File: config.mk
export PLATFORM = sky130hd
export DESIGN_NAME = nios1_oci_dct_packer_flat
export DESIGN_NICKNAME = d
export VERILOG_FILES = /design/src/rtl/nios1_oci_dct_packer_if.sv /design/src/rtl/nios1_oci_dct_packer.sv /design/src/flat_wrapper.sv
export SDC_FILE = /design/constraint.sdc
export NUM_CORES = 1
export LEC_CHECK = 0
export BUFFER_PORTS_ARGS = -buffer_cell sky130_fd_sc_hd__buf_4
export CAP_MARGIN = 20
export CORE_MARGIN = 2
export CORE_UTILIZATION = 45
export CTS_CLUSTER_DIAMETER = 150
export CTS_CLUSTER_SIZE = 16
export DETAILED_ROUTE_END_ITERATION = 10
export PLACE_DENSITY = 0.66
export SLEW_MARGIN = 20
export SYNTH_ARGS = -nofsm -noshare
export SYNTH_HDL_FRONTEND = slang
export SYNTH_SLANG_ARGS = --single-unit
File: constraint.sdc
create_clock -name clk -period 2.32 [get_ports clk]
set_input_delay 0.348 -clock clk [delete_from_list [all_inputs] [get_ports clk]]
set_output_delay 0.348 -clock clk [all_outputs]
set_load 0.05 [all_outputs]
File: src/rtl/nios1_oci_dct_packer_if.sv
// Trace-record input and compressed-frame output bundle of the OCI DCT packer.
// The master side drives the records and the frame_ready acknowledge.
interface nios1_oci_dct_packer_if;
    logic        trace_enable;
    logic        rec_valid;
    logic [1:0]  rec_code;
    logic        end_trace;
    logic        frame_ready;
    logic        frame_valid;
    logic [29:0] dct_buffer;
    logic [3:0]  dct_count;
    logic        overflow;
    logic        test_ending;
    logic        test_has_ended;

    modport master (
        output trace_enable, rec_valid, rec_code, end_trace, frame_ready,
        input  frame_valid, dct_buffer, dct_count, overflow, test_ending, test_has_ended
    );

    modport slave (
        input  trace_enable, rec_valid, rec_code, end_trace, frame_ready,
        output frame_valid, dct_buffer, dct_count, overflow, test_ending, test_has_ended
    );
endinterface

File: src/rtl/nios1_oci_dct_packer.sv
// Packs 2-bit trace direction records into 30-bit frames behind a one-deep
// valid/ready output register, and sequences the end-of-test flush.
module nios1_oci_dct_packer #(
    parameter int unsigned MAX_RECORDS = 15
) (
    input  logic                    clk,
    input  logic                    reset,
    nios1_oci_dct_packer_if.slave   bus
);

    localparam logic [1:0] ST_RUN   = 2'd0;
    localparam logic [1:0] ST_DRAIN = 2'd1;
    localparam logic [1:0] ST_ENDED = 2'd2;
    localparam logic [3:0] MAX_CNT  = 4'(MAX_RECORDS);

    // Record i of a frame sits at bits [2i+1:2i].
    function automatic logic [29:0] slot_insert(input logic [29:0] base,
                                                input logic [3:0]  slot,
                                                input logic [1:0]  code);
        logic [29:0] res;
        res = base | ({28'd0, code} << {slot, 1'b0});
        return res;
    endfunction

    logic [1:0]  state_q,     state_d;
    logic [29:0] acc_q,       acc_d;
    logic [3:0]  acc_cnt_q,   acc_cnt_d;
    logic        overflow_q,  overflow_d;
    logic        ending_q,    ending_d;
    logic        ended_q,     ended_d;
    logic        out_valid_q;
    logic [29:0] out_buf_q;
    logic [3:0]  out_cnt_q;

    logic        rec_ok_s;
    logic        out_free_s;
    logic        load_s;
    logic [29:0] load_buf_s;
    logic [3:0]  load_cnt_s;
    logic [29:0] base_buf_s;
    logic [3:0]  base_cnt_s;
    logic [29:0] merged_buf_s;
    logic [3:0]  merged_cnt_s;

    assign rec_ok_s   = bus.rec_valid & bus.trace_enable & (bus.rec_code != 2'b00);
    assign out_free_s = ~out_valid_q | bus.frame_ready;

    // Accumulator, frame transfer, overflow and flush sequencing.
    always_comb begin
        state_d      = state_q;
        acc_d        = acc_q;
        acc_cnt_d    = acc_cnt_q;
        overflow_d   = overflow_q;
        load_s       = 1'b0;
        load_buf_s   = 30'd0;
        load_cnt_s   = 4'd0;
        base_buf_s   = acc_q;
        base_cnt_s   = acc_cnt_q;
        merged_buf_s = 30'd0;
        merged_cnt_s = 4'd0;

        case (state_q)
            ST_RUN: begin
                // A full frame waiting on the output register moves first, so a
                // record in the same cycle lands in slot 0 of the emptied accumulator.
                if ((acc_cnt_q == MAX_CNT) && out_free_s) begin
                    load_s     = 1'b1;
                    load_buf_s = acc_q;
                    load_cnt_s = MAX_CNT;
                    base_buf_s = 30'd0;
                    base_cnt_s = 4'd0;
                end else begin
                    base_buf_s = acc_q;
                    base_cnt_s = acc_cnt_q;
                end

                if (rec_ok_s) begin
                    if (base_cnt_s != MAX_CNT) begin
                        merged_buf_s = slot_insert(base_buf_s, base_cnt_s, bus.rec_code);
                        merged_cnt_s = base_cnt_s + 4'd1;
                        if ((merged_cnt_s == MAX_CNT) && out_free_s && !load_s) begin
                            load_s     = 1'b1;
                            load_buf_s = merged_buf_s;
                            load_cnt_s = MAX_CNT;
                            acc_d      = 30'd0;
                            acc_cnt_d  = 4'd0;
                        end else begin
                            acc_d      = merged_buf_s;
                            acc_cnt_d  = merged_cnt_s;
                        end
                    end else begin
                        overflow_d = 1'b1;
                        acc_d      = base_buf_s;
                        acc_cnt_d  = base_cnt_s;
                    end
                end else begin
                    acc_d     = base_buf_s;
                    acc_cnt_d = base_cnt_s;
                end

                if (bus.end_trace) begin
                    state_d = ST_DRAIN;
                end else begin
                    state_d = ST_RUN;
                end
            end

            ST_DRAIN: begin
                if (out_free_s) begin
                    if (acc_cnt_q != 4'd0) begin
                        load_s     = 1'b1;
                        load_buf_s = acc_q;
                        load_cnt_s = acc_cnt_q;
                        acc_d      = 30'd0;
                        acc_cnt_d  = 4'd0;
                    end else begin
                        state_d = ST_ENDED;
                    end
                end else begin
                    state_d = ST_DRAIN;
                end
            end

            ST_ENDED: begin
                state_d = ST_ENDED;
            end

            default: begin
                state_d   = ST_RUN;
                acc_d     = 30'd0;
                acc_cnt_d = 4'd0;
            end
        endcase

        ending_d = (state_d != ST_RUN);
        ended_d  = (state_d == ST_ENDED);
    end

    // Control state, accumulator and status flags.
    always_ff @(posedge clk) begin
        if (reset) begin
            state_q    <= ST_RUN;
            acc_q      <= 30'd0;
            acc_cnt_q  <= 4'd0;
            overflow_q <= 1'b0;
            ending_q   <= 1'b0;
            ended_q    <= 1'b0;
        end else begin
            state_q    <= state_d;
            acc_q      <= acc_d;
            acc_cnt_q  <= acc_cnt_d;
            overflow_q <= overflow_d;
            ending_q   <= ending_d;
            ended_q    <= ended_d;
        end
    end

    // Output frame register: reload wins over the consumer's acknowledge.
    always_ff @(posedge clk) begin
        if (reset) begin
            out_valid_q <= 1'b0;
            out_buf_q   <= 30'd0;
            out_cnt_q   <= 4'd0;
        end else if (load_s) begin
            out_valid_q <= 1'b1;
            out_buf_q   <= load_buf_s;
            out_cnt_q   <= load_cnt_s;
        end else if (bus.frame_ready) begin
            out_valid_q <= 1'b0;
        end
    end

    assign bus.frame_valid    = out_valid_q;
    assign bus.dct_buffer     = out_buf_q;
    assign bus.dct_count      = out_cnt_q;
    assign bus.overflow       = overflow_q;
    assign bus.test_ending    = ending_q;
    assign bus.test_has_ended = ended_q;

endmodule

File: src/flat_wrapper.sv
// flat-port wrapper written by rule: the top's interface ports become plain ports
module nios1_oci_dct_packer_flat 
#(
    parameter int unsigned MAX_RECORDS = 15
)
  (clk, reset, bus_trace_enable, bus_rec_valid, bus_rec_code, bus_end_trace, bus_frame_ready, bus_frame_valid, bus_dct_buffer, bus_dct_count, bus_overflow, bus_test_ending, bus_test_has_ended);
  nios1_oci_dct_packer_if bus_i ();
  input  logic clk;
  input  logic reset;
  input wire logic [$bits(bus_i.trace_enable)-1:0] bus_trace_enable;
  input wire logic [$bits(bus_i.rec_valid)-1:0] bus_rec_valid;
  input wire logic [$bits(bus_i.rec_code)-1:0] bus_rec_code;
  input wire logic [$bits(bus_i.end_trace)-1:0] bus_end_trace;
  input wire logic [$bits(bus_i.frame_ready)-1:0] bus_frame_ready;
  output wire logic [$bits(bus_i.frame_valid)-1:0] bus_frame_valid;
  output wire logic [$bits(bus_i.dct_buffer)-1:0] bus_dct_buffer;
  output wire logic [$bits(bus_i.dct_count)-1:0] bus_dct_count;
  output wire logic [$bits(bus_i.overflow)-1:0] bus_overflow;
  output wire logic [$bits(bus_i.test_ending)-1:0] bus_test_ending;
  output wire logic [$bits(bus_i.test_has_ended)-1:0] bus_test_has_ended;
  assign bus_i.trace_enable = bus_trace_enable;
  assign bus_i.rec_valid = bus_rec_valid;
  assign bus_i.rec_code = bus_rec_code;
  assign bus_i.end_trace = bus_end_trace;
  assign bus_i.frame_ready = bus_frame_ready;
  assign bus_frame_valid = bus_i.frame_valid;
  assign bus_dct_buffer = bus_i.dct_buffer;
  assign bus_dct_count = bus_i.dct_count;
  assign bus_overflow = bus_i.overflow;
  assign bus_test_ending = bus_i.test_ending;
  assign bus_test_has_ended = bus_i.test_has_ended;
  nios1_oci_dct_packer #(.MAX_RECORDS(MAX_RECORDS)) u_core (.clk(clk), .reset(reset), .bus(bus_i));
endmodule
# [Word level (Yosys, flattened, before mapping)]
# Index checks and enable logic that the tools add are counted.
[word_totals] ff_bits=74 input_bits=8
[classes] addsub=1 n_eq_ne=8 n_shift=1 muxes=44 n_bitwise=7 reduce_logical=11
[op_table] op="2-to-1 mux 30 bit" count=13
[op_table] op="case mux 30 bit (3 select lines)" count=1
[op_table] op="case mux 30 bit (2 select lines)" count=1
[op_table] op="2-to-1 mux 4 bit" count=13
[op_table] op="bitwise OR 30 bit" count=1
[op_table] op="<< shifter 2 x 5 -> 30 bit" count=1
[op_table] op="case mux 4 bit (3 select lines)" count=1
[op_table] op="2-to-1 mux 1 bit" count=10
[op_table] op="== test 4 bit (second input constant)" count=2
[op_table] op="case mux 4 bit (2 select lines)" count=1
[op_table] op="case mux 2 bit (3 select lines)" count=1
[op_table] op="AND reduction 3 bit" count=2
[op_table] op="nonzero test 2 bit" count=3
[op_table] op="adder 4 x 1 -> 4 bit (second input constant)" count=1
[op_table] op="== test 2 bit (second input constant)" count=2
[op_table] op="2-to-1 mux 2 bit" count=2
[op_table] op="inequality test 2 x 1 -> 1 bit (second input constant)" count=2
[op_table] op="inequality test 4 bit (second input constant)" count=1
[op_table] op="nonzero test 4 bit" count=1
[op_table] op="logical AND 1 bit" count=3
[op_table] op="NOT 1 bit" count=3
[op_table] op="AND 1 bit" count=2
[op_table] op="== test 2 x 1 -> 1 bit (second input constant)" count=1
[op_table] op="logical NOT 2 bit" count=1
[op_table] op="3 further kinds" count=3

# [Depth between registers and ports, before layout]
[logic_depth] ltp_word=14 ltp_mapped=10 mapped_depth_nobuf=7

# [Worst setup path after synthesis]
# No wires, ideal clock.
[synth_path] path_kind="reg2reg" startpoint="register u_core.acc_cnt_q[0]" endpoint="register u_core.out_buf_q[10], in the netlist u_core.bus.dct_buffer[10]" setup_time_ns=0.059 t_arrival_ns=2.269 t_required_ns=2.261 path_slack_ns=-0.008 stages_incl_launch_ff=11 cell_sequence="dfxtp_1 > clkbuf_1 > inv_1 > ha_1 > or3b_4 > and3_4 > a31o_1 > buf_6 > nor3_4 > buf_6 > a22o_2"
[synth_between] elab_chain_len=12 word_cells_on_any_way=30 cone_classes="add/sub (1); eq/ne (3); shift (1); mux (19); bitwise (1); reduce/logical (5)"
[synth_lines] item="from (decl)" line="nios1_oci_dct_packer.sv:27" rtl="logic [3:0] acc_cnt_q, acc_cnt_d;"
[synth_lines] item="from (signal assigned)" line="nios1_oci_dct_packer.sv:151" rtl="acc_cnt_q <= acc_cnt_d;"
[synth_lines] item="== test 4 bit" line="nios1_oci_dct_packer.sv:66" rtl="if ((acc_cnt_q == MAX_CNT) && out_free_s) begin"
[synth_lines] item="logical AND 1 bit" line="nios1_oci_dct_packer.sv:66"
[synth_lines] item="2-to-1 mux 4 bit" line="nios1_oci_dct_packer.sv:66"
[synth_lines] item="2-to-1 mux 4 bit" line="nios1_oci_dct_packer.sv:62" rtl="case (state_q)"
[synth_lines] item="adder 4 x 1 -> 4 bit" line="nios1_oci_dct_packer.sv:80" rtl="merged_cnt_s = base_cnt_s + 4'd1;"
[synth_lines] item="== test 4 bit" line="nios1_oci_dct_packer.sv:81" rtl="if ((merged_cnt_s == MAX_CNT) && out_free_s && !load_s) begin"
[synth_lines] item="logical AND 1 bit (2 in series)" line="nios1_oci_dct_packer.sv:81"
[synth_lines] item="2-to-1 mux 30 bit / 2-to-1 mux 1 bit (equally long branches)" line="nios1_oci_dct_packer.sv:81"
[synth_lines] item="2-to-1 mux 30 bit / 2-to-1 mux 1 bit (equally long branches)" line="nios1_oci_dct_packer.sv:78" rtl="if (base_cnt_s != MAX_CNT) begin"
[synth_lines] item="2-to-1 mux 30 bit / 2-to-1 mux 1 bit (equally long branches)" line="nios1_oci_dct_packer.sv:77" rtl="if (rec_ok_s) begin"
[synth_lines] item="case mux 30 bit (2 select lines) / case mux 1 bit (2 select lines) (equally long branches)" line="nios1_oci_dct_packer.sv:62"
[synth_lines] item="to (signal assigned)" line="nios1_oci_dct_packer.sv:166" rtl="out_buf_q <= load_buf_s;"
[synth_lines] item="to (decl)" line="nios1_oci_dct_packer.sv:32" rtl="logic [29:0] out_buf_q;"
# Parallel ways exist; a longest one is shown, timed or not. The select of a mux whose other input is x is not followed.
# A chain may end at the register's enable or synchronous reset.

# [Worst setup path in the final report]
[layout_path] startpoint="register u_core.acc_cnt_q[0]" endpoint="register u_core.acc_q[29]"
[layout_between] elab_chain_len=12 word_cells_on_any_way=23 cone_classes="add/sub (1); eq/ne (4); shift (1); mux (10); bitwise (1); reduce/logical (6)"
[layout_lines] item="== test 4 bit" line="nios1_oci_dct_packer.sv:66"
[layout_lines] item="logical AND 1 bit" line="nios1_oci_dct_packer.sv:66"
[layout_lines] item="2-to-1 mux 4 bit" line="nios1_oci_dct_packer.sv:66"
[layout_lines] item="2-to-1 mux 4 bit" line="nios1_oci_dct_packer.sv:62"
[layout_lines] item="adder 4 x 1 -> 4 bit" line="nios1_oci_dct_packer.sv:80"
[layout_lines] item="== test 4 bit" line="nios1_oci_dct_packer.sv:81"
[layout_lines] item="logical AND 1 bit (2 in series)" line="nios1_oci_dct_packer.sv:81"
[layout_lines] item="2-to-1 mux 30 bit" line="nios1_oci_dct_packer.sv:81"
[layout_lines] item="2-to-1 mux 30 bit" line="nios1_oci_dct_packer.sv:78"
[layout_lines] item="2-to-1 mux 30 bit" line="nios1_oci_dct_packer.sv:77"
[layout_lines] item="case mux 30 bit (3 select lines)" line="nios1_oci_dct_packer.sv:62"
[layout_lines] item="to (signal assigned)" line="nios1_oci_dct_packer.sv:143" rtl="acc_q <= 30'd0;"
[layout_lines] item="to (signal assigned)" line="nios1_oci_dct_packer.sv:150" rtl="acc_q <= acc_d;"
[layout_lines] item="to (decl)" line="nios1_oci_dct_packer.sv:26" rtl="logic [29:0] acc_q, acc_d;"
# Parallel ways exist; a longest one is shown, timed or not. The select of a mux whose other input is x is not followed.

==> reports/results.ini <==
[routing]
viasPerCell = 5.94
wl_per_cell_um = 18.2
first_iter_violations = 385
ant_nets = 0
drt_wl_total_um = 9310
drc = 0
first_pass_iters = 5
via_count = 3043

[power]
finalPower_mw = 2.80
p_leak_nw = 1.71
intPower_mw = 1.98
clkPwrFrac_pct = 37.8
power_density_nw_per_um2 = 681
seqPwrFrac_pct = 47.1
p_switching_mw = 0.828
ir_worst_vdd_mv = 0.401
swShare_pct = 29.5
pwr-share-comb_pct = 15.1

[critical_path]
required_ns = 2.63
cp-end-kind = flip-flop
cp-startpoint = u_core.acc_cnt_q[0]
reg2reg_from = u_core.acc_cnt_q[0]
criticalPathCategory = reg -> reg
critPathLaunchType = flip-flop
critPathArrivalTime_ns = 2.51
critPathMaxFanout = 23

[synthesis]
syn_area_per_cell_um2 = 9.59
ys_seq_elements = 74
synth-simple-area-share_pct = 15.1
ys_seq_area_share_pct = 45.9
synth_compound_area_share_pct = 31.6
synth_mux_area_share_pct = 0.658
synth_edf_count = 0
syn-num-nets = 348
synth_area_um2 = 3230
synthAdderAreaFrac_pct = 1.16
synth_xor_area_share_pct = 0.271
synth_cell_types = 53
synthArstFlopShare_pct = 0
synth_top_family_by_area = compound AO/OA/AOI/OAI gates
syn_inst = 337
synth_ff_type = dfxtp_1
synth_warnings = 0

[floorplan]
rows = 30
io_pins = 46
fp.dieH_um = 88.7
core_um2 = 6870
initial_core_util_pct = 47.0
die_w_um = 88.7
die_area_um2 = 7870

[clock_network]
cts_tree = yes
cts_sinks = 74
clockBufferDepth = 2
root_buffer = clkbuf_8
ctsHoldBuffers = 0
cts_buffers = 9
clk_latency_ns = 0.36
cts-htree-levels = 3
clk_pin_slew_worst_paths_ns = 0.09

[timing]
fin_crit_ns = 2.21
rsz0062_at_grt = yes
finalMaxSlewViolations = 0
worst_slew_pin_slew_ns = 0.648
finalHoldViolations = 0
finalSetupViolCount = 0
period_share_pct = 95.1
worst_slack_ns = 0.114
fmax_ghz = 0.453
slew_headroom_pct = 56.7
fin_skew_ns = 0.0162

[final_layout]
final_nets = 422
nFillCells = 625
design_area_um2 = 4120
num_antenna_cells = 0
layout_common_cells = buf_4 (88), dfxtp_1 (74), nand2_1 (27)
areaGrowthSynthToFinish_pct = 27.5
finish.utilization_pct = 59.9
layout-drive-gt1-share_pct = 31.3
layout_commonest_cell = buf_4

[grt]
antenna_found_initial = 0
grt_pass1_wl_um = 15000
gr-total-overflow = 0
track_usage_pct = 25.1
grt_max_degree = 24
grt_pass1_vias = 2919

[run_status]
status = completed

[placed_design]
portBuffers = 45
hpwl_um = 6730
place_area_um2 = 3880
place_ws_ns = -0.149
routabilityCongestion = 0.959

[min_path]
hp-start = bus_end_trace
holdCritPathClass = in -> reg

[run]
drv_cap = 0

==> logic make-up (layout without fill, tap and decap cells) <==
group / Yosys count / in the layout
xor gates and xnor gates: 1 / 1
AOI/OAI and AO/OA: 128 / 128
adders and majority gates: 3 / 3
DFF: 74 / 74
muxes: 2 / 2
buffers and inverters: 34 / 113
and+or+nand+nor: 95 / 95
==> cells in the mapped netlist, drive strengths merged (6+ instances only) <==
cell | number | share of area (%)
dfxtp | 74 | 46
a22o | 31 | 8.8
nand2 | 27 | 3.1
a21oi | 19 | 2.9
nor2 | 17 | 2.0
clkbuf | 15 | 1.7
buf | 12 | 2.8
o2bb2ai | 12 | 3.3
nand3 | 11 | 1.7
a31oi | 10 | 1.9
nor3 | 9 | 1.7
a32o | 7 | 2.2
inv | 7 | 0.81
nor2b | 7 | 1.4
a21o | 6 | 1.4
a22oi | 6 | 1.4
o21ai | 6 | 0.93
==> stage by stage <==
| step | hold slack (ns) | cells | setup TNS, ns |
|---|---|---|---|
| detailed placement | 0.452 | 495 | -3.09 |
| floorplan | 0.433 | 337 | 0 |
| finish | 0.288 | 512 | 0 |
| global route | 0.307 | 512 | -0.0260 |
| CTS | 0.284 | 512 | 0 |
| global placement | 0.451 | 495 | -1.77 |
==> sequential cells by signal, indices dropped and copies added, names as in the netlist <==
| name | cells |
|---|---|
| u_core.state_q | 2 |
| u_core.bus.frame_valid | 1 |
| u_core.bus.test_ending | 1 |
| u_core.bus.dct_buffer | 30 |
| u_core.acc_q | 30 |
| u_core.bus.overflow | 1 |
| u_core.bus.dct_count | 4 |
| u_core.bus.test_has_ended | 1 |
| u_core.acc_cnt_q | 4 |
==> layout make-up <==
class	count	area (um^2)	area share (%)
sequential	74	1480	36.0
tap	96	120	2.92
timing repair buffer	90	701	17.0
inverter	7	26.3	0.638
clock buffer	9	124	3.01
clock inverter	7	81.3	1.98
multi-input combinational	229	1580	38.5
==> power by group through the flow <==
stage          combinational, mW  clock [mW]  sequential, mW
2_1_floorplan              0.219           0            1.39
3_3_place_gp               0.409           0            1.35
3_5_place_dp               0.407           0            1.35
4_1_cts                    0.419        1.08            1.32
5_1_grt                    0.454        1.13            1.33
6_report                   0.424        1.06            1.32
==> what timing repair did <==
action	in CTS	in global routing
resized for setup	1	0
buffers inserted	1	0
endpoints found under the hold margin	0	0
endpoints found under the setup margin	42	4
pin swaps	1	0
==> per-layer routing <==
metal	up-vias	GRT usage, %	wire, um
li1	1430	-	-
met1	1461	34.1	4260
met2	133	38.7	4260
met3	19	5.32	596
met4	0	10.7	193
met5	-	0	0
==> worst paths after layout <==
| kind | slack, ns | endpoint | cells after the start |
|---|---|---|---|
| setup / recovery | 0.11 | u_core.acc_q[29] | 7 |
| hold / removal | 0.29 | u_core.state_q[0] | 3 |
| setup reg to reg | 0.11 | u_core.acc_q[29] | 7 |
| hold reg to reg | 0.47 | u_core.acc_q[5] | 1 |
==> worst max-delay path: stages, from the launching register on <==
cell and delay (ns):
dfxtp_1 0.32, inv_1 0.10, ha_1 0.16, or3b_4 0.38
a21o_1 0.17, a21oi_1 0.20, a21boi_4 0.59, a22o_1 0.24
(Power assumes the default switching activity.)
